$ cat src/rtl/spike_event_arbiter.sv
// Round-robin spike event collector with a small FIFO and an idle-gated
// dispatch FSM feeding the neuron-core controller one event at a time.
module spike_event_arbiter #(
  parameter int NUM_SRC    = 4,
  parameter int ADDR_W     = 4,
  parameter int FIFO_DEPTH = 8,
  parameter int HOLDOFF    = 2
) (
  input  logic                          clock,
  input  logic                          reset_n,
  input  logic [NUM_SRC-1:0]            src_valid,
  input  logic [NUM_SRC*ADDR_W-1:0]     src_addr,
  output logic [NUM_SRC-1:0]            src_ready,
  input  logic                          core_idle,
  output logic [ADDR_W-1:0]             event_addr,
  output logic                          event_received,
  output logic [$clog2(FIFO_DEPTH):0]   fifo_level
);

  localparam int PW = $clog2(FIFO_DEPTH);
  localparam int SW = $clog2(NUM_SRC);
  localparam logic [3:0] HOLD_INIT = 4'(HOLDOFF - 1);

  typedef enum logic [1:0] {
    S_IDLE  = 2'd0,
    S_ISSUE = 2'd1,
    S_HOLD  = 2'd2
  } state_t;

  state_t              r_state;
  state_t              w_state_nxt;
  logic [SW-1:0]       r_rr_ptr;
  logic [PW-1:0]       r_wr_ptr;
  logic [PW-1:0]       r_rd_ptr;
  logic [PW:0]         r_level;
  logic [3:0]          r_hold_cnt;
  logic [ADDR_W-1:0]   r_event_addr;
  logic [ADDR_W-1:0]   r_mem [FIFO_DEPTH];

  logic [ADDR_W-1:0]   w_addr [NUM_SRC];
  logic [NUM_SRC-1:0]  w_gnt;
  logic [SW-1:0]       w_gidx;
  logic                w_found;
  logic                w_full;
  logic                w_push;
  logic                w_pop;
  logic                w_load_hold;
  logic [SW-1:0]       w_rr_nxt;

  assign w_full = (r_level == (PW+1)'(FIFO_DEPTH));

  always_comb begin
    for (int i = 0; i < NUM_SRC; i++) begin
      w_addr[i] = src_addr[i*ADDR_W +: ADDR_W];
    end
  end

  // Scan upward from rr_ptr with wrap; first requester wins.
  always_comb begin
    logic [SW:0] v_sum;
    logic [SW-1:0] v_idx;
    w_gnt   = '0;
    w_gidx  = '0;
    w_found = 1'b0;
    v_sum   = '0;
    v_idx   = '0;
    for (int k = 0; k < NUM_SRC; k++) begin
      v_sum = {1'b0, r_rr_ptr} + (SW+1)'(k);
      if (v_sum >= (SW+1)'(NUM_SRC)) begin
        v_sum = v_sum - (SW+1)'(NUM_SRC);
      end
      v_idx = v_sum[SW-1:0];
      if (!w_found && !w_full && src_valid[v_idx]) begin
        w_found      = 1'b1;
        w_gidx       = v_idx;
        w_gnt[v_idx] = 1'b1;
      end
    end
  end

  assign src_ready = w_gnt;
  assign w_push    = w_found;
  assign w_rr_nxt  = (w_gidx == SW'(NUM_SRC - 1)) ? '0 : w_gidx + 1'b1;

  always_ff @(posedge clock) begin
    if (w_push) begin
      r_mem[r_wr_ptr] <= w_addr[w_gidx];
    end
  end

  always_ff @(posedge clock or negedge reset_n) begin
    if (!reset_n) begin
      r_rr_ptr <= '0;
      r_wr_ptr <= '0;
      r_rd_ptr <= '0;
      r_level  <= '0;
    end else begin
      if (w_push) begin
        r_rr_ptr <= w_rr_nxt;
        r_wr_ptr <= r_wr_ptr + 1'b1;
      end
      if (w_pop) begin
        r_rd_ptr <= r_rd_ptr + 1'b1;
      end
      unique case ({w_push, w_pop})
        2'b10:   r_level <= r_level + 1'b1;
        2'b01:   r_level <= r_level - 1'b1;
        default: r_level <= r_level;
      endcase
    end
  end

  always_ff @(posedge clock or negedge reset_n) begin
    if (!reset_n) begin
      r_state <= S_IDLE;
    end else begin
      r_state <= w_state_nxt;
    end
  end

  always_comb begin
    w_state_nxt = S_IDLE;
    case (r_state)
      S_IDLE:  w_state_nxt = w_pop ? S_ISSUE : S_IDLE;
      S_ISSUE: w_state_nxt = S_HOLD;
      S_HOLD:  w_state_nxt = (r_hold_cnt == '0) ? S_IDLE : S_HOLD;
      default: w_state_nxt = S_IDLE;
    endcase
  end

  always_comb begin
    w_pop          = 1'b0;
    w_load_hold    = 1'b0;
    event_received = 1'b0;
    case (r_state)
      S_IDLE:  w_pop = (r_level != '0) && core_idle;
      S_ISSUE: begin
        event_received = 1'b1;
        w_load_hold    = 1'b1;
      end
      default: ;
    endcase
  end

  // Hold-off gives the core time to drop core_idle before re-sampling.
  always_ff @(posedge clock or negedge reset_n) begin
    if (!reset_n) begin
      r_hold_cnt   <= '0;
      r_event_addr <= '0;
    end else begin
      if (w_load_hold) begin
        r_hold_cnt <= HOLD_INIT;
      end else if (r_state == S_HOLD && r_hold_cnt != '0) begin
        r_hold_cnt <= r_hold_cnt - 1'b1;
      end
      if (w_pop) begin
        r_event_addr <= r_mem[r_rd_ptr];
      end
    end
  end

  assign event_addr = r_event_addr;
  assign fifo_level = r_level;

endmodule

$ cat config.mk
export PLATFORM = sky130hd
export DESIGN_NAME = spike_event_arbiter
export DESIGN_NICKNAME = d
export VERILOG_FILES = /design/src/rtl/spike_event_arbiter.sv
export SDC_FILE = /design/constraint.sdc
export NUM_CORES = 1
export LEC_CHECK = 0
export CORE_ASPECT_RATIO = 1.2
export CORE_MARGIN = 2
export CORE_UTILIZATION = 55
export DETAILED_ROUTE_END_ITERATION = 8
export DONT_BUFFER_PORTS = 1
export PLACE_DENSITY = 0.68
export SLEW_MARGIN = 20
export SYNTH_ARGS = -nofsm -noshare
export SYNTH_HDL_FRONTEND = slang
export SYNTH_SLANG_ARGS = --single-unit
$ cat constraint.sdc
create_clock -name clock -period 3.6 [get_ports clock]
set_input_delay 0.72 -clock clock [delete_from_list [all_inputs] [get_ports clock]]
set_output_delay 0.72 -clock clock [all_outputs]
set_load 0.005 [all_outputs]
# Word level (Yosys, flattened, before mapping)
# Memory sizes are Yosys's and may differ from the RTL's. A register that Yosys moved wholly into a read port is not among the register bits.
# Cells that the tools add are included.
[op_classes] addsub=13 magnitude_cmp=13 eq_ne=6 n_mux=46 n_bitwise=4 reduce_logical=24
[op_table] cell="$mux 4" count=8
[op_table] cell="$mux 2" count=10
[op_table] cell="$mux 1" count=17
[op_table] cell="$logic_and 1x1->1" count=13
[op_table] cell="$ge 3x3->1 const B" count=4
[op_table] cell="$lt 2x3->1 const B" count=4
[op_table] cell="$or 4x4->4" count=3
[op_table] cell="$bmux 1 s2" count=4
[op_table] cell="$bmux 4 s2" count=1
[op_table] cell="$demux 1 s2" count=4
[op_table] cell="$ge 2x1->1 const B" count=4
[op_table] cell="$pmux 4 s2" count=1
[op_table] cell="$reduce_bool 4->1" count=2
[op_table] cell="$sub 2x1->2 const B" count=4
[op_table] cell="$sub 4x1->4 const B" count=2
[op_table] cell="$add 2x2->3 const B" count=2
[op_table] cell="$add 3x1->3 const B" count=2
[op_table] cell="$eq 2x2->1 const B" count=3
[op_table] cell="$pmux 2 s3" count=1
[op_table] cell="$logic_not 1->1" count=5
[op_table] cell="$add 4x1->4 const B" count=1
[op_table] cell="$eq 2x1->1 const B" count=2
[op_table] cell="$eq 4x4->1 const B" count=1
[op_table] cell="$logic_not 4->1" count=1
[op_table] cell="6 further kinds" count=7
[word_totals] reg_bits=18 mem_bits_rw=32 inputBits=23 n_memories=1
[memory_table] memory="r_mem" words=8 word_bits=4 rd=1 rd_ports_with_merged_regs=1 wr=1 line="38" text="logic [ADDR_W-1:0] r_mem [FIFO_DEPTH];"

# Longest topological paths before layout
# Gate-level depths: netlist of the first run.
[depth] ltp_word=22 ltp_mapped=15 depth_no_buf=13

# Least setup slack after synthesis of the first run
# Ideal clock, no wire load.
[synth_timing] path_kind="register to register" startpoint="register r_rr_ptr[0]" endpoint="register r_level[2], in the netlist fifo_level[2]" arrival_ps=3166 path_slack_ps=304 stages_incl_launch_ff=16 path_buffers=2 cell_sequence="dfrtp_1 > clkbuf_8 > clkbuf_8 > inv_1 > ha_1 > mux2_4 > nor2_1 > a32oi_1 > o31ai_2 > ha_1 > xor2_1 > ha_1 > a21oi_1 > xor2_1 > nor2_1 > xor2_1"
[synth_via] elab_chain_cells=20
[synth_lines] item="start: declaration" line="32" text="logic [SW-1:0] r_rr_ptr;"
[synth_lines] item="start signal: assignment" line="99" text="r_rr_ptr <= w_rr_nxt;"
[synth_lines] item="$ge 2x3->1 or $sub 2x1->2 (tied branches)" line="69, 70"
[synth_lines] item="$mux 2" line="69" text="if (v_sum >= (SW+1)'(NUM_SRC)) begin"
[synth_lines] item="$bmux 1 s2" line="73" text="if (!w_found && !w_full && src_valid[v_idx]) begin"
[synth_lines] item="$mux 1 (implied by the code)" line="73"
[synth_lines] item="$logic_and 1x1->1" line="73"
[synth_lines] item="$mux 1" line="73"
[synth_lines] item="$logic_not 1->1" line="73"
[synth_lines] item="$logic_and 1x1->1 (2 in series)" line="73"
[synth_lines] item="$mux 1" line="73"
[synth_lines] item="$logic_not 1->1" line="73"
[synth_lines] item="$logic_and 1x1->1 (2 in series)" line="73"
[synth_lines] item="$mux 1" line="73"
[synth_lines] item="$logic_not 1->1" line="73"
[synth_lines] item="$logic_and 1x1->1 (2 in series)" line="73"
[synth_lines] item="$mux 1 (*)" line="73"
[synth_lines] item="$eq 2x1->1 or $eq 2x2->1 (tied branches)" line="105" text="unique case ({w_push, w_pop})"
[synth_lines] item="$pmux 4 s2 or $reduce_bool 2->1 (tied branches)"
[synth_lines] item="end signal: assignment" line="106" text="2'b10: r_level <= r_level + 1'b1;"
[synth_lines] item="end signal: assignment" line="107" text="2'b01: r_level <= r_level - 1'b1;"
[synth_lines] item="end signal: assignment" line="108" text="default: r_level <= r_level;"
[synth_lines] item="end: declaration" line="35" text="logic [PW:0] r_level;"
# Every way passes the cells marked *; elsewhere a longest branch is shown, timed or not. The select of a mux whose other input is x is not followed.
# A chain may end at the register's enable or synchronous reset.

# Worst setup path in the final report of the first run
[layout_timing] startpoint="register r_rr_ptr[0]" endpoint="memory r_mem[0][1] (data pin)"
[layout_via] elab_chain_cells=22
[layout_lines] item="$ge 2x3->1 or $sub 2x1->2 (tied branches)" line="69, 70"
[layout_lines] item="$mux 2" line="69"
[layout_lines] item="$bmux 1 s2" line="73"
[layout_lines] item="$mux 1 (implied by the code)" line="73"
[layout_lines] item="$logic_and 1x1->1" line="73"
[layout_lines] item="$mux 1" line="73"
[layout_lines] item="$logic_not 1->1" line="73"
[layout_lines] item="$logic_and 1x1->1 (2 in series)" line="73"
[layout_lines] item="[... 2 more ...]"
[layout_lines] item="$logic_and 1x1->1 (2 in series)" line="73"
[layout_lines] item="$mux 1" line="73"
[layout_lines] item="$logic_not 1->1" line="73"
[layout_lines] item="$logic_and 1x1->1 (2 in series)" line="73"
[layout_lines] item="$mux 2 (*)" line="73"
[layout_lines] item="$not 2->3 (implied by the code) (*)" line="87" text="r_mem[r_wr_ptr] <= w_addr[w_gidx];"
[layout_lines] item="$bmux 4 s2 (*)" line="87"
[layout_lines] item="$mux 4 (implied by the code) (*) (2 in series)" line="87"
[layout_lines] item="end: declaration" line="38"
# Marks and branches as above.

==> impl_summary.log, run 1 <==
INFO  metric synth_ff_type = sky130_fd_sc_hd__edfxtp_1
INFO  metric globalRoute.totalOverflow = 0
INFO  metric worst_hold_slack = 0.0977 ns
INFO  metric clock.fmax = 322 MHz
INFO  metric synth.yosys.seq_area_share = 0.472
INFO  metric yosys-top-cells-area = sky130_fd_sc_hd__edfxtp_1 (30%), sky130_fd_sc_hd__dfrtp_1 (17%), sky130_fd_sc_hd__mux4_2 (8.4%), sky130_fd_sc_hd__mux2i_1 (5.0%), sky130_fd_sc_hd__ha_1 (3.9%)
INFO  metric first_pass_iters = 4
INFO  metric outcome = complete, no violations
INFO  metric place.detailed.instances = 310
INFO  metric fin_crit = 3.11 ns
INFO  metric num_rows = 30
INFO  metric timing_worst_slew_pin_value = 0.809 ns
INFO  metric initial_core_util = 0.568
INFO  metric antenna_cells = 0
INFO  metric cts_hold_buf = 0
INFO  metric finalSetupViolations = 0
INFO  metric syn_nets = 286
INFO  metric cts_resized = 0
INFO  metric synth-seq-cells = 54
INFO  metric via_per_inst = 6.32
INFO  metric nature_of_the_critical_path_startpoint = flip-flop
INFO  metric dr.first_iter.drc_count = 93
INFO  metric tritoncts_clock_tree = built
INFO  metric cellInternalPower = 2.17 mW
INFO  metric power.ir.vdd_worst = 0.000621 V
INFO  metric cts_sinks = 54
INFO  metric grt_setup_unrepaired = false
INFO  metric clockRootBuffer = sky130_fd_sc_hd__clkbuf_8
INFO  metric residual_antenna_violating_net_count_after_detailed_routing = 0
INFO  metric timing.critical_path.to_type = flip-flop
INFO  metric dieArea = 6450 um2
INFO  metric final-hold-violation-count = 0
INFO  metric min_path_type = in2async
INFO  metric cts.reportedPaths.clkPinSlew = 0.09 ns
INFO  metric p_clk_frac = 0.110
INFO  metric placeableCoreArea = 5630 um2
INFO  metric max_cap_violations = 0
INFO  metric worst_skew_pair.late_latency = 0.30 ns
INFO  metric yosysMostFrequentCell = sky130_fd_sc_hd__edfxtp_1
INFO  metric post_drt_wl_per_cell = 17.6 um
INFO  metric clock_path_buffers = 2
INFO  metric switchingPower = 1.38 mW
INFO  metric dieWidth = 73.6 um
INFO  metric tritoncts.num_buffers = 5
INFO  metric p_per_area = 1070 nW/um2
INFO  metric ioPinCount = 36
INFO  metric gr-usage-all-layers = 0.188
INFO  metric totalNegativeSetupSlack = 0 ns
INFO  metric worst-endpoint-required = 3.60 ns
INFO  metric final_cell_count_without_fillers = 317
INFO  metric ctsHtreeMaxLevel = 2
INFO  metric synth_warnings = 0
INFO  metric first_global_vias = 2051
INFO  metric wl = 5570 um
INFO  metric grt_max_degree = 23
INFO  metric post_synth_inst_count = 253
INFO  metric port_buffers = 0
INFO  metric pwr-share-comb = 0.515
INFO  metric synth-edff-count = 32
INFO  metric post_synth_most_frequent_cells = sky130_fd_sc_hd__edfxtp_1 (32), sky130_fd_sc_hd__dfrtp_1 (22), sky130_fd_sc_hd__nor2_1 (20), sky130_fd_sc_hd__mux2i_1 (16)
INFO  metric timing.max_slew.rel_slack = 0.457
INFO  metric grt_pass1_wl = 9320 um
INFO  metric grt_antenna_before_repair = 0
INFO  metric gp_congestion = 0.838
INFO  metric synth.distinct_cells = 57
INFO  metric post-synth-top-area-cell = sky130_fd_sc_hd__edfxtp_1
INFO  metric post-cts-setup-buffers = 0
INFO  metric final.period_utilization = 0.864
INFO  metric seq_power_share = 0.375
INFO  metric worstPathArrival = 3.11 ns
INFO  metric die_h = 87.6 um
INFO  metric worstPathMaxFanout = 8
INFO  metric asyncSetResetFlopFracSynth = 0.407
INFO  metric worst_setup_path_type = reg2reg
INFO  metric final_net_count = 286
INFO  metric postSynthAreaPerCell = 12.6 um2
INFO  metric p_sw_frac = 0.389
INFO  metric p_leak = 1.26 nW
INFO  metric timing_max_transition_violations_final = 0
INFO  metric detailroute.via_count = 2002
INFO  metric post_route_cells_drive_above_1_share = 0.182
INFO  metric dpl.hpwl = 4210 um
INFO  metric synthesis.area = 3200 um2
INFO  metric clock-skew-final = 0.00546 ns
INFO  metric synth_top_area_share = 0.300
INFO  metric syn2layout_area_growth = 3.83%
INFO  metric drc = 0
-- cell usage in the layout, fill, tap and decap left out, types with 2 or more instances in the layout --
master and count:
sky130_fd_sc_hd__and2_1 2, sky130_fd_sc_hd__nor2_1 20, sky130_fd_sc_hd__mux2_2 4, sky130_fd_sc_hd__edfxtp_1 32
sky130_fd_sc_hd__nand2_1 10, sky130_fd_sc_hd__mux2i_1 16, sky130_fd_sc_hd__nor3b_1 4, sky130_fd_sc_hd__a21oi_1 8
sky130_fd_sc_hd__or2_2 2, sky130_fd_sc_hd__xor2_1 6, sky130_fd_sc_hd__o2bb2ai_1 2, sky130_fd_sc_hd__dfrtp_1 22
sky130_fd_sc_hd__nor3_1 5, sky130_fd_sc_hd__and3_1 2, sky130_fd_sc_hd__clkbuf_8 5, sky130_fd_sc_hd__o21ai_0 12
sky130_fd_sc_hd__a211oi_1 4, sky130_fd_sc_hd__xnor2_1 5, sky130_fd_sc_hd__a221oi_1 5, sky130_fd_sc_hd__ha_1 10
sky130_fd_sc_hd__nand3_1 2, sky130_fd_sc_hd__buf_4 6, sky130_fd_sc_hd__inv_1 7, sky130_fd_sc_hd__mux4_2 12
sky130_fd_sc_hd__a22oi_1 8, sky130_fd_sc_hd__nand2b_1 6, sky130_fd_sc_hd__nor4b_2 2, sky130_fd_sc_hd__nor2b_1 4
sky130_fd_sc_hd__and2_2 3
-- critical path, stage by stage, from the launching register on --
cell,delay (ns)
sky130_fd_sc_hd__dfrtp_1,0.38
sky130_fd_sc_hd__inv_1,0.12
sky130_fd_sc_hd__ha_1,0.27
sky130_fd_sc_hd__mux2_4,0.33
sky130_fd_sc_hd__or4_4,0.50
sky130_fd_sc_hd__and2_4,0.18
sky130_fd_sc_hd__nand2b_4,0.16
sky130_fd_sc_hd__and2b_4,0.19
sky130_fd_sc_hd__a211oi_1,0.66
-- power groups by stage --
| stage | clock network (mW) | registers [mW] | logic, mW |
|---|---|---|---|
| 4_1_cts | 0.402 | 1.34 | 1.84 |
| 3_5_place_dp | 0 | 1.35 | 1.84 |
| 5_1_grt | 0.429 | 1.38 | 2.03 |
| 3_3_place_gp | 0 | 1.34 | 1.82 |
| 2_1_floorplan | 0 | 1.23 | 1.64 |
| 6_report | 0.389 | 1.33 | 1.83 |
-- per-layer routing --
metal  part of all wire  vias up  track usage
li1                   -      965            -
met1               0.41      978        0.222
met2               0.53       46        0.330
met3              0.036       13       0.0311
met4              0.028        0       0.0909
met5                  0        -            0
-- sequential cells by signal, summed over array words and instances, names as in the netlist --
register	cells
r_rr_ptr	2
r_rd_ptr	3
r_hold_cnt	4
fifo_level	4
event_addr	4
r_state	2
r_wr_ptr	3
r_mem	32
-- logic make-up after synthesis --
family,share of synthesized area
adder cells (fa/ha/maj),0.0391
multiplexers,0.162
XOR/XNOR,0.0301
flip-flops,0.472
AO/OA/AOI/OAI,0.117
AND/OR/NAND/NOR,0.136
buffers and inverters,0.0446
-- path summary, 6_finish.rpt --
path | from | endpoint | slack, ns | cells after the start
min | reset_n | event_addr[3] | 0.1 | 0
min in group clock | r_hold_cnt[2] | r_hold_cnt[2] | 0.52 | 2
min reg2reg | r_hold_cnt[2] | r_hold_cnt[2] | 0.52 | 2
max reg2reg | r_rr_ptr[0] | r_mem[0][1] | 0.49 | 8
max in group asynchronous | reset_n | r_rd_ptr[0] | 3.43 | 0
max | r_rr_ptr[0] | r_mem[0][1] | 0.49 | 8
-- metrics by stage --
stage | util | setup WS (ns) | power, mW | instance area, um2
floorplan | - | 0.304 | 2.87 | 3200
global placement | 0.571 | 0.546 | 3.16 | 3210
detailed placement | 0.571 | 0.484 | 3.19 | 3210
CTS | 0.590 | 0.450 | 3.58 | 3320
global route | 0.590 | 0.197 | 3.83 | 3320
finish | 0.590 | 0.491 | 3.55 | 3320
-- area by class of cell --
cell class | count | area, um2
fill | 456 | 2310
tap | 64 | 80.1
inverter | 7 | 26.3
sequential | 54 | 1510
timing repair buffer | 6 | 45.0
clock inverter | 2 | 38.8
clock buffer | 5 | 68.8
multi-input combinational | 179 | 1550
No activity file was read; power rests on OpenSTA's default activity.
==> run 2: changes to the inputs <==
--- a/config.mk
+++ b/config.mk
@@ -11,6 +11,7 @@
 export DETAILED_ROUTE_END_ITERATION = 8
 export DONT_BUFFER_PORTS = 1
 export PLACE_DENSITY = 0.68
+export REMOVE_ABC_BUFFERS = 1
 export SLEW_MARGIN = 20
 export SYNTH_ARGS = -nofsm -noshare
 export SYNTH_HDL_FRONTEND = slang
==> run 2 against run 1 <==
Count of clock-buffer cells in the layout is the same. Clock skew is 0.00094 ns lower. Sequential share of layout area fell by 0.14 points. Largest power group unchanged. Highest routed layer unchanged. Sequential power hardly changed. Register-to-register slack got worse by 0.15 ns. Critical path depth rose by 1. Setup slack lost 0.15 ns. Core utilization is 0.18 points higher. Clock power about the same. Die area stayed put. Non-clock buffer count up 2.
==> impl_summary.log, run 2 (same netlist as run 1, synthesis figures left out) <==
INFO  metric outcome = complete, no violations
INFO  metric gr-usage-all-layers = 0.199 (+0.0110)
INFO  metric clock-skew-final = 0.00452 ns (-0.000939 ns)
INFO  metric routed-wl-met3 = 138 um (-31%)
INFO  metric syn2layout_area_growth = 4.15%
INFO  metric clock_path_buffers = 2 (unchanged)
INFO  metric cts_hold_buf = 0 (unchanged)
INFO  metric power.ir.vdd_worst = 0.000702 V (+13%)
INFO  metric final_cell_count_without_fillers = 319 (+0.63%)
INFO  metric ioPinCount = 36 (unchanged)
INFO  metric residual_antenna_violating_net_count_after_detailed_routing = 0 (unchanged)
INFO  metric layout_setup_ws = 0.344 ns (-0.147 ns)
INFO  metric worst_skew_pair.late_latency = 0.30 ns (about the same)
INFO  metric grt_antenna_before_repair = 0 (unchanged)
INFO  metric grt_pass1_wl = 9750 um (+4.7%)
INFO  metric place.detailed.instances = 312 (+0.65%)
INFO  metric initial_core_util = 0.568 (unchanged)
INFO  metric p_leak = 1.27 nW (+0.64%)
INFO  metric post-cts-setup-buffers = 0 (unchanged)
INFO  metric wl = 5830 um (+4.7%)
INFO  metric clockRootBuffer = sky130_fd_sc_hd__clkbuf_8
INFO  metric detailroute.via_count = 1974 (-1.4%)
INFO  metric timing.max_slew.rel_slack = 0.389 (-0.0683)
INFO  metric max_flop_register = r_mem
INFO  metric die_h = 87.6 um (unchanged)
INFO  metric cts_resized = 0 (unchanged)
INFO  metric timing_worst_slew_pin_value = 0.911 ns (+0.102 ns)
INFO  metric dpl.hpwl = 4380 um (+4.1%)
INFO  metric p_per_area = 1080 nW/um2 (+0.67%)
INFO  metric flip_flop_count_of_the_largest_register_all_copies_and_words_added = 32 (unchanged)
INFO  metric tritoncts.num_buffers = 5 (unchanged)
INFO  metric dr.first_iter.drc_count = 83 (-11%)
INFO  metric p_total = 3.58 mW (+0.97%)
INFO  metric grt_max_degree = 23 (unchanged)
INFO  metric dieWidth = 73.6 um (unchanged)
INFO  metric ctsHtreeMaxLevel = 2 (unchanged)
INFO  metric postLayoutCoreUtil = 0.592 (+0.00178)
INFO  metric placeableCoreArea = 5630 um2 (unchanged)
INFO  metric tritoncts_clock_tree = built
INFO  metric totalNegativeSetupSlack = 0 ns (unchanged)
INFO  metric globalRoute.totalOverflow = 0 (unchanged)
INFO  metric dieArea = 6450 um2 (unchanged)
INFO  metric wirelength_met1 = 2360 um (+3.9%)
INFO  metric pre_cts_ws = 0.389 ns (-0.0947 ns)
INFO  metric antenna_cells = 0 (unchanged)
INFO  metric most-common-layout-cells = sky130_fd_sc_hd__edfxtp_1 (32), sky130_fd_sc_hd__dfrtp_1 (22), sky130_fd_sc_hd__nor2_1 (20)
INFO  metric num_rows = 30 (unchanged)
INFO  metric worst-endpoint-required = 3.58 ns (-0.02 ns)
INFO  metric cts_sinks = 54 (unchanged)
INFO  metric final-hold-violation-count = 0 (unchanged)
INFO  metric final.period_utilization = 0.904 (+0.0408)
INFO  metric first_global_vias = 2023 (-1.4%)
INFO  metric worstPathArrival = 3.24 ns (+0.13 ns)
INFO  metric topRoutingLayerUsed = met4
INFO  metric timing_max_transition_violations_final = 0 (unchanged)
INFO  metric fin_crit = 3.26 ns (+0.147 ns)
INFO  metric post_route_cells_drive_above_1_share = 0.184 (+0.00250)
INFO  metric worst_setup_path_type = reg2reg
INFO  metric min_path_type = in2async
INFO  metric final_net_count = 288 (+0.70%)
INFO  metric final_common_cell = sky130_fd_sc_hd__edfxtp_1
INFO  metric via_per_inst = 6.19 (-2.0%)
INFO  metric clock.fmax = 307 MHz (-4.5%)
INFO  metric worstPathMaxFanout = 12 (+4)
INFO  metric first_pass_iters = 4 (unchanged)
INFO  metric route.met2.wl = 3230 um (+9.9%)
INFO  metric port_buffers = 0 (unchanged)
INFO  metric finalSetupViolations = 0 (unchanged)
INFO  metric post_drt_wl_per_cell = 18.3 um (+4.1%)
INFO  metric gp_congestion = 0.845 (+0.82%)
INFO  metric timing.critical_path.to_type = flip-flop
INFO  metric max_cap_violations = 0 (unchanged)
INFO  metric cts.reportedPaths.clkPinSlew = 0.09 ns (about the same)
INFO  metric nature_of_the_critical_path_startpoint = flip-flop
INFO  metric drc = 0 (unchanged)
INFO  metric grt_setup_unrepaired = false
[run 2: report_power, final]
part           switching, mW  internal, mW  leakage (nW)  total (mW)
registers              0.226          1.11         0.552        1.34
logic                  0.996         0.865         0.669        1.86
clock network          0.185         0.201        0.0517       0.386
total                   1.41          2.17          1.27        3.58
[run 2: final timing paths]
| path | from | cells past startpoint | slack, ns | end |
|---|---|---|---|---|
| worst max-delay path | r_rr_ptr[0] | 9 | 0.34 | r_mem[5][3] |
| worst min-delay path | reset_n | 0 | 0.1 | r_rd_ptr[0] |
| worst max register to register | r_rr_ptr[0] | 9 | 0.34 | r_mem[5][3] |
| worst min register to register | r_hold_cnt[2] | 2 | 0.52 | r_hold_cnt[2] |
| max in group asynchronous | reset_n | 0 | 3.43 | event_addr[0] |
| min in group clock | r_hold_cnt[2] | 2 | 0.52 | r_hold_cnt[2] |
[run 2: cell type report]
type / count / area [um2]
fill: 466 / 2300
multi-input combinational: 179 / 1550
sequential: 54 / 1510
tap: 64 / 80.1
clock buffer: 5 / 68.8
timing repair buffer: 8 / 60.1
clock inverter: 2 / 33.8
inverter: 7 / 26.3
[run 2: metal layers]
layer | GRT usage | up-vias
li1 | - | 960
met1 | 0.226 | 980
met2 | 0.370 | 29
met3 | 0.0322 | 5
met4 | 0.0744 | 0
met5 | 0 | -
[run 2: critical path: stages (launching register included)]
cell and delay (ns):
sky130_fd_sc_hd__dfrtp_1 0.36, sky130_fd_sc_hd__inv_1 0.09, sky130_fd_sc_hd__ha_1 0.33, sky130_fd_sc_hd__buf_4 0.20, sky130_fd_sc_hd__mux2i_1 0.30, sky130_fd_sc_hd__nand2_1 0.14
sky130_fd_sc_hd__o22a_1 0.35, sky130_fd_sc_hd__mux4_2 0.39, sky130_fd_sc_hd__nor2_1 0.04, sky130_fd_sc_hd__a211oi_1 0.71
[run 2: per-stage QoR]
stage	hold WS (ns)	instance area [um2]
6_report	0.0970	3330
5_1_grt	0.0781	3330
4_1_cts	0.0911	3330
3_5_place_dp	0.425	3230
3_3_place_gp	0.425	3230
2_1_floorplan	0.424	3080
